**src/rtl/hazard_scoreboard.sv**
```systemverilog
// Hazard scoreboard for the 5-stage pipe: tracks ex/mem/wb producers, interlocks ID, drives EX forwarding selects.
// Build option FORWARD_EN: defined = forwarding with load-use-only stalls; undefined = selects tied to 00, interlock on any ex/mem producer.
module hazard_scoreboard #(
    parameter int STALL_CNT_W = 16
) (
    input  logic                   clk_i,
    input  logic                   rst_i,
    input  logic                   id_valid_i,
    input  logic [4:0]             id_rs1_i,
    input  logic [4:0]             id_rs2_i,
    input  logic [4:0]             id_rd_i,
    input  logic                   id_use_rs1_i,
    input  logic                   id_use_rs2_i,
    input  logic                   id_RegWrite_i,
    input  logic                   id_MemRead_i,
    input  logic                   flush_i,
    output logic                   stall_o,
    output logic                   bubble_o,
    output logic [1:0]             ForwardA_o,
    output logic [1:0]             ForwardB_o,
    output logic [STALL_CNT_W-1:0] stall_cnt_o
);

    typedef struct packed {
        logic       valid;
        logic [4:0] rd;
        logic       reg_write;
        logic       mem_read;
    } slot_t;

    typedef struct packed {
        logic [4:0] rs1;
        logic [4:0] rs2;
        logic       use_rs1;
        logic       use_rs2;
    } src_t;

    localparam logic [STALL_CNT_W-1:0] CNT_ONE = {{(STALL_CNT_W-1){1'b0}}, 1'b1};

    slot_t                  ex_q, ex_d;
    slot_t                  mem_q, mem_d;
    slot_t                  wb_q, wb_d;
    src_t                   ex_src_q, ex_src_d;
    logic [STALL_CNT_W-1:0] stall_cnt_q, stall_cnt_d;

    logic ex_hit;
    logic raw_hazard;
    logic stall;
    logic issue;

    function automatic logic slot_match(slot_t s, logic [4:0] r);
        return s.valid & s.reg_write & (s.rd != 5'd0) & (s.rd == r);
    endfunction

    assign ex_hit = (id_use_rs1_i & slot_match(ex_q, id_rs1_i)) |
                    (id_use_rs2_i & slot_match(ex_q, id_rs2_i));

`ifdef FORWARD_EN
    // Only a load in EX cannot be forwarded in time; everything else bypasses.
    assign raw_hazard = ex_hit & ex_q.mem_read;

    function automatic logic [1:0] fwd_sel(slot_t ex, slot_t mem, slot_t wb,
                                           logic [4:0] r, logic use_r);
        logic [1:0] sel;
        sel = 2'b00;
        if (ex.valid && use_r) begin
            if (slot_match(mem, r)) begin
                sel = 2'b10;
            end else if (slot_match(wb, r)) begin
                sel = 2'b01;
            end
        end
        return sel;
    endfunction

    assign ForwardA_o = fwd_sel(ex_q, mem_q, wb_q, ex_src_q.rs1, ex_src_q.use_rs1);
    assign ForwardB_o = fwd_sel(ex_q, mem_q, wb_q, ex_src_q.rs2, ex_src_q.use_rs2);

    logic unused_fwd;
    assign unused_fwd = mem_q.mem_read ^ wb_q.mem_read;
`else
    logic mem_hit;

    // No bypass network: wait until the producer reaches WB (write-first regfile).
    assign mem_hit = (id_use_rs1_i & slot_match(mem_q, id_rs1_i)) |
                     (id_use_rs2_i & slot_match(mem_q, id_rs2_i));
    assign raw_hazard = ex_hit | mem_hit;

    assign ForwardA_o = 2'b00;
    assign ForwardB_o = 2'b00;

    logic unused_nofwd;
    assign unused_nofwd = ^{ex_q.mem_read, ex_src_q, mem_q.mem_read, wb_q};
`endif

    assign stall    = id_valid_i & ~flush_i & raw_hazard;
    assign issue    = id_valid_i & ~stall & ~flush_i;
    assign stall_o  = stall;
    assign bubble_o = ~issue;

    always_comb begin
        wb_d        = mem_q;
        mem_d       = ex_q;
        ex_d        = ex_q;
        ex_src_d    = ex_src_q;
        ex_d.valid  = 1'b0;
        stall_cnt_d = stall_cnt_q;

        if (issue) begin
            ex_d.valid        = 1'b1;
            ex_d.rd           = id_rd_i;
            ex_d.reg_write    = id_RegWrite_i;
            ex_d.mem_read     = id_MemRead_i;
            ex_src_d.rs1      = id_rs1_i;
            ex_src_d.rs2      = id_rs2_i;
            ex_src_d.use_rs1  = id_use_rs1_i;
            ex_src_d.use_rs2  = id_use_rs2_i;
        end

        if (stall && !(&stall_cnt_q)) begin
            stall_cnt_d = stall_cnt_q + CNT_ONE;
        end
    end

    always_ff @(posedge clk_i) begin
        if (!rst_i) begin
            ex_q        <= '0;
            mem_q       <= '0;
            wb_q        <= '0;
            ex_src_q    <= '0;
            stall_cnt_q <= '0;
        end else begin
            ex_q        <= ex_d;
            mem_q       <= mem_d;
            wb_q        <= wb_d;
            ex_src_q    <= ex_src_d;
            stall_cnt_q <= stall_cnt_d;
        end
    end

    assign stall_cnt_o = stall_cnt_q;

endmodule

```
**config.mk**
```make
export PLATFORM = sky130hd
export DESIGN_NAME = hazard_scoreboard
export DESIGN_NICKNAME = d
export VERILOG_FILES = /design/src/rtl/hazard_scoreboard.sv
export SDC_FILE = /design/constraint.sdc
export NUM_CORES = 1
export LEC_CHECK = 0
export BUFFER_PORTS_ARGS = -buffer_cell sky130_fd_sc_hd__buf_2
export CELL_PAD_IN_SITES_DETAIL_PLACEMENT = 0
export CELL_PAD_IN_SITES_GLOBAL_PLACEMENT = 1
export CORE_UTILIZATION = 35
export DETAILED_ROUTE_END_ITERATION = 12
export PLACE_DENSITY = 0.78
export SLEW_MARGIN = 20
export SYNTH_ARGS = -nofsm -noshare
export SYNTH_HDL_FRONTEND = slang
export SYNTH_SLANG_ARGS = --single-unit
```
**constraint.sdc**
```tcl
create_clock -name clk_i -period 2.35 [get_ports clk_i]
set_input_delay 0.235 -clock clk_i [delete_from_list [all_inputs] [get_ports clk_i]]
set_output_delay 0.235 -clock clk_i [all_outputs]
set_load 0.02 [all_outputs]
```
==> results of run 1 <==
[path summary, 6_finish.rpt]
check	from	endpoint	slack, ns	depth (start not counted)
hold reg to reg	ex_q[1]	mem_q[1]	0.47	2
setup reg to reg	mem_q[6]	stall_cnt_o[14]	0.11	8
hold / removal	id_rd_i[4]	ex_q[6]	0.19	3
setup / recovery	ex_q[3]	stall_o	0.02	7
[timing repair]
item                       in CTS  in global routing
pin swaps                       0                  5
cloned                          1                  0
setup endpoints to repair       2                  6
setup buffers                   2                  2
resized for setup               2                 23
[cells by family (layout without fill, tap and decap cells)]
kind of cell | count (synthesis) | after routing | share of synthesized area
AOI/OAI and AO/OA | 30 | 30 | 0.1370
and+or+nand+nor | 78 | 78 | 0.2545
buffers and inverters | 22 | 66 | 0.07484
other | 1 | 4 | 0.002243
xor gates and xnor gates | 20 | 20 | 0.1048
muxes | 10 | 10 | 0.05988
adders and majority gates | 1 | 1 | 0.007484
DFF | 30 | 30 | 0.3593
[where the power goes]
group	leakage (uW)	total, uW	internal, uW	switching, uW
Sequential	0.000247	527	516	11.1
Clock	0.0000482	424	236	188
Combinational	0.000582	106	52.4	53.2
[metrics by stage]
step | power [uW] | TNS, ns | util | std cells
final | 1057 | 0 | 0.4746 | 291
after global routing | 1106 | -0.03525 | 0.4746 | 291
after CTS | 1065 | -0.02589 | 0.4569 | 289
after detailed placement | 638.0 | 0 | 0.4242 | 278
after global placement | 636.7 | 0 | 0.4242 | 278
after floorplan | 606.5 | 0 | - | 195
[sequential cells by signal, indices dropped and copies added, names as in the netlist]
register,count
ex_q,7
stall_cnt_o,16
mem_q,7
[final cells by class]
cell class,count,area (sq um)
clock inverter,1,5.005
fill,444,2351
tap,52,65.06
inverter,10,42.54
clock buffer,7,86.33
multi-input combinational,143,998.5
sequential,30,619.3
timing repair buffer,48,306.5
[layout by cell type, fill, tap and decap left out, types with 3 or more instances in the layout]
| cell | n |
|---|---|
| dfxtp_4 | 4 |
| mux2i_1 | 10 |
| or4_2 | 7 |
| dfxtp_1 | 23 |
| nor2_1 | 3 |
| a21oi_1 | 9 |
| conb_1 | 4 |
| buf_4 | 7 |
| nand3_1 | 10 |
| inv_1 | 8 |
| o31ai_1 | 8 |
| dfxtp_2 | 3 |
| nand4_1 | 9 |
| buf_2 | 38 |
| nand2_1 | 27 |
| nand2b_1 | 5 |
| xnor2_1 | 18 |
| clkbuf_8 | 6 |
| nor4_1 | 3 |
[worst register-to-register path, delay by kind of cell, from the launching register on]
kind | cells | cell delay, ns
AO/OA/AOI/OAI | 3 | 0.60
XOR/XNOR | 1 | 0.13
buffers and inverters | 2 | 0.33
flip-flops | 1 | 0.36
AND/OR/NAND/NOR | 2 | 0.75
[layer usage]
layer,GRT usage,wire length [um],vias to the layer above
met2,0.2756,1922,39
li1,-,-,775
met4,0.06000,59,0
met5,0,0,-
met1,0.1995,1738,700
met3,0.04274,211,6
==> results.sh, run 1 <==
export IMPL_synth_edff_count=0
export IMPL_place_congestion=0.8258
export IMPL_final_antenna_net_count=0
export IMPL_synth_async_sr_flop_share=0
export IMPL_cp_num_buf_inv=3
export IMPL_area_growth_pct=27.02
export IMPL_power_density_mw_per_mm2=497.7
export IMPL_clock_latency_ns=0.28
export IMPL_period_share=0.9925
export IMPL_worstPathCellList="or3_4 > o311a_1 > and2_4 > a32oi_4 > buf_12 > inv_6 > buf_6"
export IMPL_grt_overflow=0
export IMPL_wire_per_inst_um=13.51
export IMPL_cp_slowest_cell="or3_4"
export IMPL_hp_class="input pin to flip-flop"
export IMPL_ys_top_cells_by_area="dfxtp_1 (36%), xnor2_1 (10%), nand2_1 (6.1%), mux2i_1 (6.0%), or4_2 (4.2%)"
export IMPL_yosys_register_bits=30
export IMPL_cts_made_buffers=5
export IMPL_netlist_area_sq_mm=0.001672
export IMPL_critPathMaxFanout=8
export IMPL_grt_pass1_wl_mm=6.348
export IMPL_power_leakage_uw=0.0008780
export IMPL_cpPeakStageDelay_ns=0.38
export IMPL_clk_path_buf_depth=2
export IMPL_yosysMostFrequentCell="dfxtp_1"
export IMPL_max_freq_mhz=428.8
export IMPL_layout_nets=262
export IMPL_cts_hold_buf=0
export IMPL_setup_ws_ns=0.01774
export IMPL_num_vias=1520
export IMPL_synth_commonest_cells="dfxtp_1 (30), nand2_1 (27), xnor2_1 (20)"
export IMPL_critPathRequiredTime_ns=2.12
export IMPL_avgSynthCellArea_sq_um=8.706
export IMPL_routed_via_density=5.223
export IMPL_cts_tree="built"
export IMPL_status="complete, but fails checks"
export IMPL_min_period_ns=2.332
export IMPL_grt_pass1_vias=1355
export IMPL_dr_pass1_iters=8
export IMPL_hold_ws_ns=0.1850
export IMPL_ys_flop_type="dfxtp_1"
export IMPL_cp_start_kind="flip-flop"
export IMPL_rsz0062_at_grt="true"
export IMPL_synth_warnings=0
export IMPL_setup_viol=0
export IMPL_arrival_ns=2.10
export IMPL_crit_type="flip-flop to output pin"
export IMPL_drc=8
export IMPL_violations="DRC"
export IMPL_place_area_sq_mm=0.001898
export IMPL_peakVddDrop_mv=0.1825
export IMPL_antenna_found_initial=0
export IMPL_finalWirelength_mm=3.931
export IMPL_netlist_instances=192
export IMPL_port_buffers=39
export IMPL_clock_skew_ns=0.004368
export IMPL_synth_seq_area_share=0.3593
export IMPL_grt_start_max_net_pins=27
export IMPL_crit_family="compound AO/OA/AOI/OAI gates"
export IMPL_floorplan_io_pins=45
export IMPL_dp_hpwl_mm=2.712
export IMPL_max_cap_viol_count=0
export IMPL_endpoint_kind="output pin"
export IMPL_row_count=24
export IMPL_clk_pin_slew_ns=0.06
export IMPL_grt_util_all_layers=0.1630
export IMPL_dieHeight_um=71.11
export IMPL_cts_root_buf="clkbuf_8"
export IMPL_dp_slack_ns=0.1230
export IMPL_clkSinkCount=30
export IMPL_die_x_um=71.11
export IMPL_initial_core_util=0.3736
export IMPL_final_area_sq_mm=0.002123
export IMPL_h_tree_depth=2
export IMPL_synth_cell_type_count=40
export IMPL_drive_above_1_share=0.3556
export IMPL_slew_violations=0
export IMPL_initialDrtViolationCount=30
export IMPL_coreArea_sq_mm=0.004474
export IMPL_die_area_sq_mm=0.005057
export IMPL_hold_viol_final=0
export IMPL_synth_top_cell_by_area="dfxtp_1"
export IMPL_synth_top_area_frac=0.3593
export IMPL_num_antenna_cells=0
Note: power is estimated with default switching activity, not from simulation.
==> inputs of run 2 (changes only) <==
==> constraint.sdc (replaced) <==
create_clock -name clk_i -period 2.6 [get_ports clk_i]
set_input_delay 0 -clock clk_i [delete_from_list [all_inputs] [get_ports clk_i]]
set_output_delay 0 -clock clk_i [all_outputs]
set_load 0.02 [all_outputs]
==> run 2 against run 1 <==
  * The flow still finishes with violations (DRC)
  * Non-clock buffer count is 2 lower
  * Clock-buffer cell count is 1 lower
  * Power is 9.3% lower
  * Combinational power is 13% lower
  * Sequential cell count stayed put
  * Sequential power is 9.3% lower
  * Via count is 3.1% lower
  * Clock power is 8.5% lower
  * Cell count is 0.69% lower
  * Die area stayed put
==> results.sh, run 2 (synthesized netlist as in run 1, its figures left out) <==
export IMPL_status="complete, but fails checks"
export IMPL_violations="DRC"
export IMPL_fillCellCount=480
export IMPL_critPathMaxFanout=27
export IMPL_cts_root_buf="clkbuf_8"
export IMPL_p_clk_frac=0.405
export IMPL_clkSinkCount=30
export IMPL_num_antenna_cells=0
export IMPL_cp_start_kind="flip-flop"
export IMPL_row_count=24
export IMPL_finalWirelength_mm=3.698
export IMPL_sequentialPowerShare=0.499
export IMPL_setup_viol=0
export IMPL_dp_hpwl_mm=2.655
export IMPL_floorplan_io_pins=45
export IMPL_finish_utilization=0.4511
export IMPL_initial_core_util=0.3736
export IMPL_die_x_um=71.11
export IMPL_dieHeight_um=71.11
export IMPL_num_vias=1473
export IMPL_p_sw_frac=0.2407
export IMPL_grt_overflow=0
export IMPL_grt_pass1_wl_mm=6.016
export IMPL_routed_via_density=5.097
export IMPL_final_area_sq_mm=0.002018
export IMPL_dr_pass1_iters=8
export IMPL_wire_per_inst_um=12.80
export IMPL_endpoint_kind="output pin"
export IMPL_dp_slack_ns=0.2437
export IMPL_place_congestion=0.8040
export IMPL_grt_start_max_net_pins=28
export IMPL_max_freq_mhz=421.9
export IMPL_multi_input_area_sq_um=957.2
export IMPL_p_int_uw=727.6
export IMPL_drive_above_1_share=0.2700
export IMPL_slew_violations=0
export IMPL_clock_skew_ns=0.009012
export IMPL_final_antenna_net_count=0
export IMPL_final_common_cell="buf_2"
export IMPL_clk_path_buf_depth=2
export IMPL_power_density_mw_per_mm2=474.8
export IMPL_peakVddDrop_mv=0.1957
export IMPL_initialDrtViolationCount=46
export IMPL_hp_class="input pin to flip-flop"
export IMPL_worst_pin_slew_ns=0.7497
export IMPL_clock_latency_ns=0.28
export IMPL_regArea_sq_um=600.6
export IMPL_layout_common_cells="buf_2 (39), dfxtp_1 (30), nand2_1 (27), xnor2_1 (20)"
export IMPL_cts_tree="built"
export IMPL_period_share=0.9116
export IMPL_maxSlewHeadroom=0.5002
export IMPL_switchingPower_uw=230.6
export IMPL_grt_util_all_layers=0.1534
export IMPL_port_buffers=39
export IMPL_h_tree_depth=2
export IMPL_rsz0062_at_grt="false"
export IMPL_arrival_ns=2.37
export IMPL_cts_made_buffers=5
export IMPL_hold_viol_final=0
export IMPL_min_period_ns=2.370
export IMPL_coreArea_sq_mm=0.004474
export IMPL_clk_pin_slew_ns=0.07
export IMPL_fin_setup_tns_ns=0
export IMPL_power_leakage_uw=0.0008227
export IMPL_place_area_sq_mm=0.001863
export IMPL_max_cap_viol_count=0
export IMPL_r2r_slack_ns=0.29
export IMPL_area_growth_pct=20.73
export IMPL_comb_power_share=0.096
export IMPL_grt_pass1_vias=1329
export IMPL_final_cells=289
export IMPL_setup_ws_ns=0.2298
export IMPL_layout_nets=260
export IMPL_largest_reg_flops=16
export IMPL_antenna_found_initial=0
export IMPL_dpl_cell_count=275
export IMPL_die_area_sq_mm=0.005057
export IMPL_drc=8
export IMPL_crit_type="flip-flop to output pin"
export IMPL_critPathRequiredTime_ns=2.60
-- run 2: worst max-delay path, cell delays in order, from the launching register on --
cell and delay (ns):
dfxtp_1 0.35, or3_1 0.38, o311a_1 0.32, and2_4 0.17, a32oi_4 0.59, inv_2 0.09
buf_2 0.19
-- run 2: worst paths after layout --
path	start	endpoint	cells after the start
worst min register to register	ex_q[1]	mem_q[1]	2
worst min-delay path	flush_i	ex_q[7]	3
worst max-delay path	ex_q[6]	stall_o	6
worst max register to register	mem_q[3]	stall_cnt_o[15]	6
-- run 2: cell type report --
cell class,instances,area share
inverters,10,0.01860
clock inverters,2,0.006200
flip-flops and latches,30,0.2976
well taps,52,0.03224
repair buffers,46,0.1302
clock buffers,6,0.04092
multi-input cells,143,0.4743
-- run 2: routing by layer --
metal / up-vias / GRT usage / share of wire
li1: 769 / - / -
met1: 661 / 0.1889 / 0.47
met2: 35 / 0.2564 / 0.47
met3: 8 / 0.03561 / 0.039
met4: 0 / 0.06667 / 0.018
met5: - / 0 / 0
-- run 2: what timing repair did --
action,4_1_cts,5_1_grt
resized for setup,0,1
buffers inserted,0,0
hold buffers,6,0
endpoints found under the hold margin,6,0
setup endpoints to repair,0,1
-- run 2: power groups by stage --
stage | Clock, uW | Sequential, uW | Combinational (uW)
3_3_place_gp | 0 | 488 | 86.0
2_1_floorplan | 0 | 485 | 62.9
5_1_grt | 419 | 479 | 103
6_report | 388 | 478 | 92.5
4_1_cts | 398 | 478 | 93.9
3_5_place_dp | 0 | 488 | 86.5
-- run 2: through the flow --
step	power (uW)	hold slack (ns)
2_1_floorplan	548.2	0.1423
4_1_cts	970.3	0.08905
3_5_place_dp	574.8	0.2596
3_3_place_gp	574.4	0.2521
5_1_grt	1001	0.09450
6_report	958.2	0.08801
==> inputs of run 3 (changes only) <==
Settings changed: CORE_ASPECT_RATIO from default to 0.7.
==> run 3 against run 2 <==
  * The flow now finishes without violations
  * Critical path depth did not move
  * Non-clock buffer count rose by 1
  * Clock skew fell by 0.00073 ns
  * Maximum frequency fell by 0.91%
  * Die area barely moved
  * First-iteration DRC count rose by 130%
  * Clock power fell by 9.3%
  * Combinational power rose by 2.3%
  * Via count rose by 2.2%
  * Critical endpoint is now stall_cnt_o[15]
  * Largest power group unchanged
  * Highest routed layer unchanged
==> results.sh, run 3 (synthesized netlist as in run 1, its figures left out) <==
export IMPL_status="finished, final reports clean"
export IMPL_drive_above_1_share=0.2647
export IMPL_cp_start_kind="flip-flop"
export IMPL_p_sw_frac=0.2446
export IMPL_maxSlewHeadroom=0.5609
export IMPL_layout_nets=262
export IMPL_dp_hpwl_mm=2.795
export IMPL_row_count=20
export IMPL_r2r_slack_ns=0.21
export IMPL_p_clk_frac=0.380
export IMPL_min_from="flush_i"
export IMPL_fin_setup_tns_ns=0
export IMPL_worst_pin_slew_ns=0.6586
export IMPL_grt_util_all_layers=0.1729
export IMPL_dr_pass1_iters=7
export IMPL_switchingPower_uw=226.6
export IMPL_rsz0062_at_grt="false"
export IMPL_layout_common_cells="buf_2 (39), dfxtp_1 (30), nand2_1 (27), xnor2_1 (20)"
export IMPL_min_period_ns=2.392
export IMPL_grt_pass1_vias=1319
export IMPL_area_growth_pct=21.63
export IMPL_floorplan_io_pins=45
export IMPL_endpoint_kind="flip-flop"
export IMPL_dpl_cell_count=279
export IMPL_antenna_found_initial=0
export IMPL_total_power_uw=926.3
export IMPL_critPathMaxFanout=13
export IMPL_cts_tree="built"
export IMPL_reg2reg_depth=6
export IMPL_clk_path_buf_depth=2
export IMPL_max_cap_viol_count=0
export IMPL_initialDrtViolationCount=106
export IMPL_comb_power_share=0.102
export IMPL_hold_viol_final=0
export IMPL_cp_endpoint="stall_cnt_o[15]"
export IMPL_port_buffers=39
export IMPL_arrival_ns=2.60
export IMPL_clk_pin_slew_ns=0.07
export IMPL_slew_violations=0
export IMPL_final_antenna_net_count=0
export IMPL_coreArea_sq_mm=0.004454
export IMPL_hp_class="input pin to flip-flop"
export IMPL_num_antenna_cells=0
export IMPL_crit_type="flip-flop to flip-flop"
export IMPL_p_int_uw=699.7
export IMPL_wire_per_inst_um=13.87
export IMPL_num_vias=1506
export IMPL_finish_utilization=0.4565
export IMPL_power_leakage_uw=0.0008350
export IMPL_routed_via_density=5.140
export IMPL_die_x_um=84.60
export IMPL_setup_viol=0
export IMPL_clock_latency_ns=0.28
export IMPL_drc=0
export IMPL_peakVddDrop_mv=0.1710
export IMPL_sequentialPowerShare=0.518
export IMPL_largest_reg_flops=16
export IMPL_worstReg2RegEnd="stall_cnt_o[15]"
export IMPL_period_share=0.9200
export IMPL_cts_made_buffers=5
export IMPL_clock_skew_ns=0.008283
export IMPL_place_congestion=0.7678
export IMPL_die_area_sq_mm=0.005061
export IMPL_h_tree_depth=2
export IMPL_grt_overflow=0
export IMPL_dp_slack_ns=0.2385
export IMPL_final_cells=293
export IMPL_worstSetupStartpoint="ex_q[5]"
export IMPL_final_common_cell="buf_2"
export IMPL_timing_rr_start="ex_q[5]"
export IMPL_power_density_mw_per_mm2=455.6
export IMPL_grt_pass1_wl_mm=6.575
export IMPL_cts_root_buf="clkbuf_8"
export IMPL_max_freq_mhz=418.1
export IMPL_grt_start_max_net_pins=28
export IMPL_setup_ws_ns=0.2080
export IMPL_initial_core_util=0.3753
export IMPL_critPathRequiredTime_ns=2.81
export IMPL_dieHeight_um=59.82
export IMPL_finalWirelength_mm=4.063
export IMPL_clkSinkCount=30
run 3: worst min path at each step:
stage,slack (ns),end,cells past startpoint
final,0.13,ex_q[7],3
after global routing,0.17,ex_q[7],3
after CTS,0.09,ex_q[7],3
after detailed placement,0.26,ex_q[2],3
after global placement,0.25,ex_q[6],3
after floorplan,0.14,ex_q[1],2
run 3: per-layer routing:
metal	track usage	part of all wire	up-vias
met5	0	0	-
met4	0.05085	0.011	0
met3	0.05663	0.065	5
met2	0.2288	0.38	49
met1	0.2599	0.54	673
li1	-	-	779
run 3: power groups by stage:
stage / combinational, uW / sequential, uW / clock, uW
floorplan: 62.9 / 485 / 0
global placement: 85.2 / 489 / 0
global route: 104 / 480 / 385
finish: 94.6 / 480 / 352
detailed placement: 85.7 / 489 / 0
CTS: 93.1 / 479 / 362
run 3: cell type report:
type | count | area (sq um)
tap | 55 | 68.82
clock buffer | 7 | 76.32
timing repair buffer | 47 | 270.3
sequential | 30 | 600.6
fill | 483 | 2421
inverter | 10 | 37.54
multi-input combinational | 144 | 979.7
run 3: critical path, stage by stage (launching register included):
cell	delay, ns
dfxtp_1	0.46
xnor2_1	0.15
nand4_1	0.10
o22ai_1	0.44
a32oi_2	0.30
or4_2	0.73
a21oi_1	0.15
run 3: timing repair:
action | in CTS | in global routing
resized for setup | 0 | 1
endpoints found under the hold margin | 6 | 0
setup buffers | 0 | 0
hold buffers | 6 | 0
setup endpoints to repair | 0 | 1
run 3: per-stage QoR:
| stage | area, sq um | hold WS (ns) |
|---|---|---|
| 3_3_place_gp | 1874 | 0.2515 |
| 6_report | 2033 | 0.1305 |
| 4_1_cts | 2011 | 0.09266 |
| 5_1_grt | 2033 | 0.1705 |
| 3_5_place_dp | 1874 | 0.2559 |
| 2_1_floorplan | 1683 | 0.1423 |
